`src/rtl/led_share_arbiter_if.sv`:
```
// rtl/led_share_arbiter_if.sv - request/grant/LED bundle between requesters and the LED share arbiter
//
// Purpose: groups the requester-facing and LED-facing signals of led_share_arbiter.
// Signals:
//   req_i         requester -> arbiter, one request bit per requester
//   data_i        requester -> arbiter, requester k pattern at [k*LED_W +: LED_W]
//   grant_o       arbiter -> requesters, one-hot current owner or zero
//   owner_valid_o arbiter -> requesters, high while a grant is active
//   owner_o       arbiter -> requesters, index of current (or last) owner
//   led_o         arbiter -> LED pins, registered LED drive
// Modports: master (requester side / bench), slave (arbiter side).

interface led_share_arbiter_if #(
  parameter int N_REQ = 4,
  parameter int LED_W = 10
);
  localparam int OW = (N_REQ > 1) ? $clog2(N_REQ) : 1;

  logic [N_REQ-1:0]       req_i;
  logic [N_REQ*LED_W-1:0] data_i;
  logic [N_REQ-1:0]       grant_o;
  logic                   owner_valid_o;
  logic [OW-1:0]          owner_o;
  logic [LED_W-1:0]       led_o;

  modport master (
    output req_i, data_i,
    input  grant_o, owner_valid_o, owner_o, led_o
  );

  modport slave (
    input  req_i, data_i,
    output grant_o, owner_valid_o, owner_o, led_o
  );
endinterface

```
`src/rtl/led_share_arbiter.sv`:
```
// rtl/led_share_arbiter.sv - round-robin owner arbiter for the shared board LED bank
//
// Purpose: grants the LED bank to one requester at a time (round-robin from the
// requester after the last owner), preempts an owner after MAX_HOLD cycles only
// when someone else is waiting, and drives a registered LED output.
// Optional feature macro: LED_GUARD_EN - every release passes through a
// GUARD_CYCLES blank interval before the next arbitration.
// Ports:
//   clk_clk        in  sole clock
//   reset_reset_n  in  asynchronous active-low reset
//   bus            slave modport of led_share_arbiter_if (req_i, data_i in;
//                  grant_o, owner_valid_o, owner_o, led_o out)

module led_share_arbiter #(
  parameter int LED_W    = 10,
  parameter int N_REQ    = 4,
  parameter int MAX_HOLD = 4096
`ifdef LED_GUARD_EN
  , parameter int GUARD_CYCLES = 16
`endif
) (
  input  logic               clk_clk,
  input  logic               reset_reset_n,
  led_share_arbiter_if.slave bus
);

  localparam int OW = (N_REQ > 1) ? $clog2(N_REQ) : 1;
  localparam int HW = $clog2(MAX_HOLD + 1);
  localparam logic [N_REQ-1:0] ONE = N_REQ'(1);

`ifdef LED_GUARD_EN
  localparam int GW = $clog2(GUARD_CYCLES + 1);
  typedef enum logic [1:0] {IDLE, OWN, GUARD} state_t;
`else
  typedef enum logic [0:0] {IDLE, OWN} state_t;
`endif

  state_t           state_q;
  logic [N_REQ-1:0] grant_q;
  logic             valid_q;
  logic [OW-1:0]    owner_q;
  logic [LED_W-1:0] led_q;
  logic [OW-1:0]    rr_ptr;
  logic [HW-1:0]    hold_cnt;
`ifdef LED_GUARD_EN
  logic [GW-1:0]    guard_cnt;
`endif

  logic [OW-1:0]    next_owner;
  logic [OW-1:0]    scan_ptr;
  logic [OW-1:0]    win_idx;
  logic             win_found;
  logic             release_now;
  logic [LED_W-1:0] led_sel;

  assign next_owner = (owner_q == OW'(N_REQ - 1)) ? '0 : owner_q + 1'b1;

  // While owning, the next winner is searched from the requester after the
  // current owner; when idle (or leaving guard) rr_ptr already holds that value.
  assign scan_ptr = (state_q == OWN) ? next_owner : rr_ptr;

  always_comb begin : arbitrate
    logic [OW-1:0] idx;
    idx       = '0;
    win_found = 1'b0;
    win_idx   = '0;
    for (int i = 0; i < N_REQ; i++) begin
      idx = OW'((int'(scan_ptr) + i) % N_REQ);
      if (!win_found && bus.req_i[idx]) begin
        win_found = 1'b1;
        win_idx   = idx;
      end
    end
  end

  // Voluntary drop, or quantum used up while someone else waits. A lone owner
  // lets hold_cnt saturate, so ">=" makes a late arrival preempt at once.
  assign release_now = !bus.req_i[owner_q] ||
                       ((hold_cnt >= HW'(MAX_HOLD - 1)) && |(bus.req_i & ~grant_q));

  always_comb begin
    led_sel = '0;
    for (int k = 0; k < N_REQ; k++) begin
      if (grant_q[k]) led_sel = bus.data_i[k*LED_W +: LED_W];
    end
  end

  always_ff @(posedge clk_clk or negedge reset_reset_n) begin
    if (!reset_reset_n) begin
      state_q   <= IDLE;
      grant_q   <= '0;
      valid_q   <= 1'b0;
      owner_q   <= '0;
      led_q     <= '0;
      rr_ptr    <= '0;
      hold_cnt  <= '0;
`ifdef LED_GUARD_EN
      guard_cnt <= '0;
`endif
    end else begin
      led_q <= valid_q ? led_sel : '0;
      case (state_q)
        IDLE: begin
          if (win_found) begin
            grant_q  <= ONE << win_idx;
            owner_q  <= win_idx;
            valid_q  <= 1'b1;
            hold_cnt <= '0;
            state_q  <= OWN;
          end
        end
        OWN: begin
          if (hold_cnt != HW'(MAX_HOLD)) hold_cnt <= hold_cnt + 1'b1;
          if (release_now) begin
            rr_ptr <= next_owner;
`ifdef LED_GUARD_EN
            grant_q   <= '0;
            valid_q   <= 1'b0;
            guard_cnt <= '0;
            state_q   <= GUARD;
`else
            if (win_found) begin
              grant_q  <= ONE << win_idx;
              owner_q  <= win_idx;
              hold_cnt <= '0;
            end else begin
              grant_q <= '0;
              valid_q <= 1'b0;
              state_q <= IDLE;
            end
`endif
          end
        end
`ifdef LED_GUARD_EN
        GUARD: begin
          if (guard_cnt == GW'(GUARD_CYCLES - 1)) begin
            if (win_found) begin
              grant_q  <= ONE << win_idx;
              owner_q  <= win_idx;
              valid_q  <= 1'b1;
              hold_cnt <= '0;
              state_q  <= OWN;
            end else begin
              state_q <= IDLE;
            end
          end else begin
            guard_cnt <= guard_cnt + 1'b1;
          end
        end
`endif
        default: state_q <= IDLE;
      endcase
    end
  end

  assign bus.grant_o       = grant_q;
  assign bus.owner_valid_o = valid_q;
  assign bus.owner_o       = owner_q;
  assign bus.led_o         = led_q;

endmodule

```
`src/flat_wrapper.sv`:
```
// flat-port wrapper written by rule: the top's interface ports become plain ports
module led_share_arbiter_flat 
#(
  parameter int LED_W    = 10,
  parameter int N_REQ    = 4,
  parameter int MAX_HOLD = 4096

)
  (clk_clk, reset_reset_n, bus_req_i, bus_data_i, bus_grant_o, bus_owner_valid_o, bus_owner_o, bus_led_o);
  led_share_arbiter_if #(.N_REQ(N_REQ), .LED_W(LED_W)) bus_i ();
  input  logic clk_clk;
  input  logic reset_reset_n;
  input wire logic [$bits(bus_i.req_i)-1:0] bus_req_i;
  input wire logic [$bits(bus_i.data_i)-1:0] bus_data_i;
  output wire logic [$bits(bus_i.grant_o)-1:0] bus_grant_o;
  output wire logic [$bits(bus_i.owner_valid_o)-1:0] bus_owner_valid_o;
  output wire logic [$bits(bus_i.owner_o)-1:0] bus_owner_o;
  output wire logic [$bits(bus_i.led_o)-1:0] bus_led_o;
  assign bus_i.req_i = bus_req_i;
  assign bus_i.data_i = bus_data_i;
  assign bus_grant_o = bus_i.grant_o;
  assign bus_owner_valid_o = bus_i.owner_valid_o;
  assign bus_owner_o = bus_i.owner_o;
  assign bus_led_o = bus_i.led_o;
  led_share_arbiter #(.LED_W(LED_W), .N_REQ(N_REQ), .MAX_HOLD(MAX_HOLD)) u_core (.clk_clk(clk_clk), .reset_reset_n(reset_reset_n), .bus(bus_i));
endmodule
```
`config.mk`:
```
export PLATFORM = sky130hd
export DESIGN_NAME = led_share_arbiter_flat
export DESIGN_NICKNAME = d
export VERILOG_FILES = /design/src/rtl/led_share_arbiter_if.sv /design/src/rtl/led_share_arbiter.sv /design/src/flat_wrapper.sv
export SDC_FILE = /design/constraint.sdc
export NUM_CORES = 1
export LEC_CHECK = 0
export CAP_MARGIN = 25
export CORE_MARGIN = 5
export CORE_UTILIZATION = 45
export DETAILED_ROUTE_END_ITERATION = 12
export GPL_TIMING_DRIVEN = 1
export PLACE_DENSITY = 0.84
export SYNTH_ARGS = -nofsm -noshare
export SYNTH_HDL_FRONTEND = slang
export SYNTH_SLANG_ARGS = --single-unit
```
`constraint.sdc`:
```
create_clock -name clk_clk -period 2.2 [get_ports clk_clk]
set_input_delay 0.33 -clock clk_clk [delete_from_list [all_inputs] [get_ports clk_clk]]
set_output_delay 0.33 -clock clk_clk [all_outputs]
set_load 0.05 [all_outputs]
```
## Word-level counts from Yosys, hierarchy flattened

Index checks and enable logic that the tools add are counted.

- Flip-flop bits (word level): 33
- Input port bits: 46
- Output and inout bits: 17
- Logic and storage cells: 84

- Add/sub/neg operators: 5
- Magnitude comparators: 6
- Equality and inequality tests: 5
- Shift operators: 1
- Mux-type cells: 44
- Bitwise gates (word level): 3
- Reductions and logical operators: 13

Operator list:

| kind | number |
|---|---|
| $mux W13 | 4 |
| $mux W10 | 5 |
| $pmux W13 S2 | 1 |
| $mux W2 | 8 |
| $lt A2 B3 Y1 const B | 5 |
| $mux W1 | 14 |
| $add A13 B1 Y13 const B | 1 |
| $ge A13 B12 Y1 const B | 1 |
| $ne A13 B13 Y1 const B | 1 |
| $mux W4 | 3 |
| $bmux W1 S2 | 5 |
| $pmux W4 S2 | 1 |
| $add A2 B1 Y2 const B | 2 |
| $add A2 B2 Y2 const B | 2 |
| $and A4 B4 Y4 | 1 |
| $logic_and A1 B1 Y1 | 4 |
| $logic_not A1 Y1 | 4 |
| $ne A2 B2 Y1 const B | 2 |
| $not A4 Y4 | 1 |
| $pmux W1 S2 | 2 |
| $pmux W2 S2 | 1 |
| $reduce_and A2 Y1 | 2 |
| $reduce_or A4 Y1 | 1 |
| $shl A1 B2 Y4 const A | 1 |
| 5 further kinds | 5 |

## Depth between registers and ports, before layout

- Depth after elaboration: 19
- Gate-level depth with buffers: 7
- Depth with buffers taken out: 7

## Least setup slack after synthesis

OpenSTA, ideal clock, no wires.

- Path type: reg2reg
- Start point: reg u_core.owner_q[0] (netlist: u_core.bus.owner_o[0])
- End point: reg u_core.owner_q[0] (netlist: u_core.bus.owner_o[0])
- Setup time: 0.125 ns
- Arrival: 2.039 ns
- Data required time: 2.075 ns
- Path slack: 0.036 ns
- Stages on the path, launching flop included: 7
- Buffers on the path: 0
- Period minus slack after synthesis: 2.164 ns
- Cells stage by stage: dfrtp_1 ha_1 mux2i_1 a21oi_1 or2_2 and3_1 mux2_4

- Cells in the longest elaborated chain, start to end: 18
- Elaborated cells between the ends (all ways): 37
- Those cells by class: 4 x add/sub; 2 x eq/ne; 23 x mux; 8 x reduce/logical

Ends and longest elaborated chain:

| element | line | RTL |
|---|---|---|
| start, declared | led_share_arbiter.sv:41 | `logic [OW-1:0] owner_q;` |
| start signal, assigned | led_share_arbiter.sv:106 | `owner_q <= win_idx;` |
| start signal, assigned | led_share_arbiter.sv:124 | `owner_q <= win_idx;` |
| $add A2 B1 Y2 or $eq A2 B2 Y1 (tied branches) | led_share_arbiter.sv:56 | `assign next_owner = (owner_q == OW'(N_REQ - 1)) ? '0 : owner_q + 1'b1;` |
| $mux W2 * | led_share_arbiter.sv:56 |  |
| named net u_core.next_owner[1] | led_share_arbiter.sv:49 | `logic [OW-1:0] next_owner;` |
| $mux W2 * | led_share_arbiter.sv:60 | `assign scan_ptr = (state_q == OWN) ? next_owner : rr_ptr;` |
| parallel branches: the longest is 12 deep, another holds $add A2 B1 Y2 | n/a |  |
| $mux W2 * | led_share_arbiter.sv:104, led_share_arbiter.sv:122 |  |
| $mux W2 | led_share_arbiter.sv:114 | `if (release_now) begin` |
| $pmux W2 S2 * | led_share_arbiter.sv:102 | `case (state_q)` |

Mark *: on every way through the listed nets, which the timed path passes. The select of a mux whose other input is x is not followed.
A chain may end at the register's enable or synchronous reset.

## Worst setup path in the final report

- Start point: reg u_core.grant_q[1] (netlist: u_core.bus.grant_o[1])
- End point: out bus_grant_o[1]

RTL lines:

| element | line | RTL |
|---|---|---|
| start, declared | led_share_arbiter.sv:39 | `logic [N_REQ-1:0] grant_q;` |
| start signal, assigned | led_share_arbiter.sv:105 | `grant_q <= ONE << win_idx;` |
| start signal, assigned | led_share_arbiter.sv:123 | `grant_q <= ONE << win_idx;` |
| end, declared | flat_wrapper.sv:15 | `output wire logic [$bits(bus_i.grant_o)-1:0] bus_grant_o;` |

No word-level cell between the ends.

==> results_dict.tcl <==
set metrics [dict create \
    status "finished, final reports clean" \
    clock_skew_ns 0.00609 \
    clock_latency_ns 0.29 \
    drive_gt1_share_pct 14.2 \
    syn_inst 207 \
    fmax_ghz 0.490 \
    start_util_pct 46.0 \
    pin_count 63 \
    async_flop_share_pct 100 \
    die_w_um 76.5 \
    cp-end-kind "primary output" \
    die_h_um 76.5 \
    cts_buffer_depth 2 \
    max_slew_margin_pct 56.3 \
    setup_tns_ns 0 \
    netlist_top_cells_count "dfrtp_1 (33), nor2_1 (20), nor2b_1 (19)" \
    rows 24 \
    h-tree-depth 2 \
    yosys_warnings 0 \
    seq_area_um2 826 \
    tightest_slew_ns 0.655 \
    dieArea_mm2 0.00585 \
    via_count 1795 \
    arrival_ns 1.71 \
    power_per_cell_area_mw_per_mm2 1160 \
    core_area_mm2 0.00432 \
    min_period_ns 2.04 \
    comb_power_share_pct 59.5 \
    critical_path_class "flop to primary output" \
    antenna_left 0 \
    nFillCells 354 \
    synth_flop_cell "dfrtp_1" \
    drt_iter0_markers 116 \
    vias_per_cell 5.37 \
    synth_area_leaders "dfrtp_1 (41%), nor2b_1 (6.0%), a21oi_1 (4.3%), a221oi_1 (4.0%), nor2_1 (3.8%)" \
    synth_edf_count 0 \
    crit_required_ns 1.87 \
    setup_viol 0 \
    syn_to_final_growth_pct 42.4 \
    fin_area_mm2 0.00284 \
    cap_violations 0 \
    drc_errors 0 \
    grt_pass1_vias 1768 \
    diodes 0 \
    p_leak_uw 0.00118 \
    numCtsBuffers 5 \
    dp_hpwl_mm 4.09 \
    yosysMostFrequentCell "dfrtp_1" \
    p_sw_uw 1460 \
    synth_top_area_cell "dfrtp_1" \
    fin_crit_sh_pct 92.8 \
    multi_input_area_mm2 0.00111 \
    synth_area_mm2 0.00199 \
    ys_seq_elements 33 \
    synth_cell_types 46 \
    syn_avg_cell_area_um2 9.62 \
    clkPwrFrac_pct 13.6 \
    grt_max_degree 34 \
    cts.sinks 33 \
    wl_per_cell_um 15.7 \
    fin_util_pct 65.6 \
    gr-total-overflow 0 \
    maxSlewViolCount 0 \
    swShare_pct 44.5 \
    grt_pass1_wl_mm 8.67 \
    grt_antenna_before_repair 0 \
    path_clk_slew_ns 0.07 \
    first_pass_iters 4 \
    fin_cells 334 \
    fin_nets 330 \
    critPathMaxFanout 11 \
    hold_violations 0 \
    vdd_drop_max_mv 0.747 \
    synth_top_area_share_pct 41.5 \
    grt_usage_pct 18.3 \
    cp-start-kind "flop" \
    seq_power_share_pct 26.8 \
    syn_nets 256 \
    io_buffers 62 \
    dp.cells 326 \
    grt_setup_unrepaired "false" \
    cts_root_buffer "clkbuf_8" \
    p_int_uw 1820 \
    gp_congestion 0.855 \
    cts_tree "yes" \
    ys_seq_area_share_pct 41.5 \
    route.final.wire_length_mm 5.24 \
    hold_path.class "input port to asynchronous set/reset pin" \
    dpl-instance-area_mm2 0.00274 \
]
power groups by stage:
stage          clock, µW  sequential, µW  combinational, µW
2_1_floorplan          0            1330                879
3_3_place_gp           0             887               1910
3_5_place_dp           0             893               1950
4_1_cts              462             883               1950
5_1_grt              494             904               2120
6_report             448             881               1960
metrics by stage:
stage          hold slack (ns)  total power [µW]  setup WS (ns)
3_3_place_gp             0.521              2800         0.0610
4_1_cts                  0.449              3290          0.148
5_1_grt                  0.479              3520         0.0770
6_report                 0.437              3290          0.159
2_1_floorplan           0.0344              2200         0.0360
3_5_place_dp             0.526              2840         0.0141
layout make-up:
cell class / instances / area share [%]
Timing Repair Buffer: 77 / 25.7
Multi-Input combinational cell: 158 / 39.1
Inverter: 6 / 0.794
Clock inverter: 3 / 0.618
Clock buffer: 5 / 2.43
Tap cell: 52 / 2.29
Sequential cell: 33 / 29.1
final timing paths:
check | start | endpoint | slack, ns | cells after the start
worst min-delay path | reset_reset_n | u_core.state_q | 0.44 | 2
max in group asynchronous | reset_reset_n | u_core.bus.grant_o[1] | 1.45 | 2
worst max register to register | u_core.bus.owner_o[0] | u_core.bus.owner_o[0] | 0.19 | 6
worst min register to register | u_core.rr_ptr[1] | u_core.rr_ptr[1] | 0.54 | 1
worst max-delay path | u_core.bus.grant_o[1] | bus_grant_o[1] | 0.16 | 2
min in group clk_clk | u_core.rr_ptr[1] | u_core.rr_ptr[1] | 0.54 | 1
cell usage in the layout (no fill, tap or decap), types with 2 or more instances in the layout:
| cell type | count |
|---|---|
| clkdlybuf4s50_1 | 60 |
| dfrtp_1 | 33 |
| nor2_1 | 20 |
| nor2b_1 | 19 |
| a21oi_1 | 17 |
| buf_4 | 17 |
| nand2_1 | 13 |
| nor3_1 | 11 |
| a221oi_1 | 9 |
| inv_1 | 6 |
| xnor2_1 | 6 |
| nand2b_1 | 5 |
| xor2_1 | 5 |
| and3_1 | 5 |
| clkbuf_8 | 5 |
| nand4_1 | 4 |
| nand3_1 | 4 |
| mux2i_1 | 3 |
| mux2_2 | 3 |
| ha_1 | 3 |
| and2_1 | 2 |
| and4_1 | 2 |
| nor4b_1 | 2 |
| a22o_1 | 2 |
| clkinv_2 | 2 |
registers in the layout, summed over array words and instances (netlist names):
register / count
u_core.bus.owner_o: 2
u_core.bus.grant_o: 4
u_core.hold_cnt: 13
u_core.bus.owner_valid_o: 1
u_core.rr_ptr: 2
u_core.bus.led_o: 10
u_core.state_q: 1
kinds of logic (layout without fill, tap and decap cells):
logic type	Yosys count	count (layout)	share of synthesized area, %
buf+inv	16	91	3.58
compound gates	42	42	16.7
simple gates	94	94	26.4
xor+xnor	11	11	4.84
flops	33	33	41.5
fa+ha+maj	3	3	1.89
mux	8	8	5.09
metal layers:
metal	GRT usage [%]	share of wire, %	vias to the layer above
met5	0	0	-
met1	23.0	42	862
li1	-	-	890
met4	6.29	1.4	0
met2	31.1	52	34
met3	3.90	3.7	9
critical path, stage by stage (launching register included):
cell and delay (ns):
dfrtp_1 0.39, buf_4 0.20, clkdlybuf4s50_1 0.83
repair_timing:
| action | 4_1_cts | 5_1_grt |
|---|---|---|
| hold buffers | 0 | 0 |
| resized for setup | 0 | 2 |
| setup buffers | 0 | 0 |
| endpoints found under the setup margin | 0 | 3 |
Note: power is estimated with default switching activity, not from simulation.
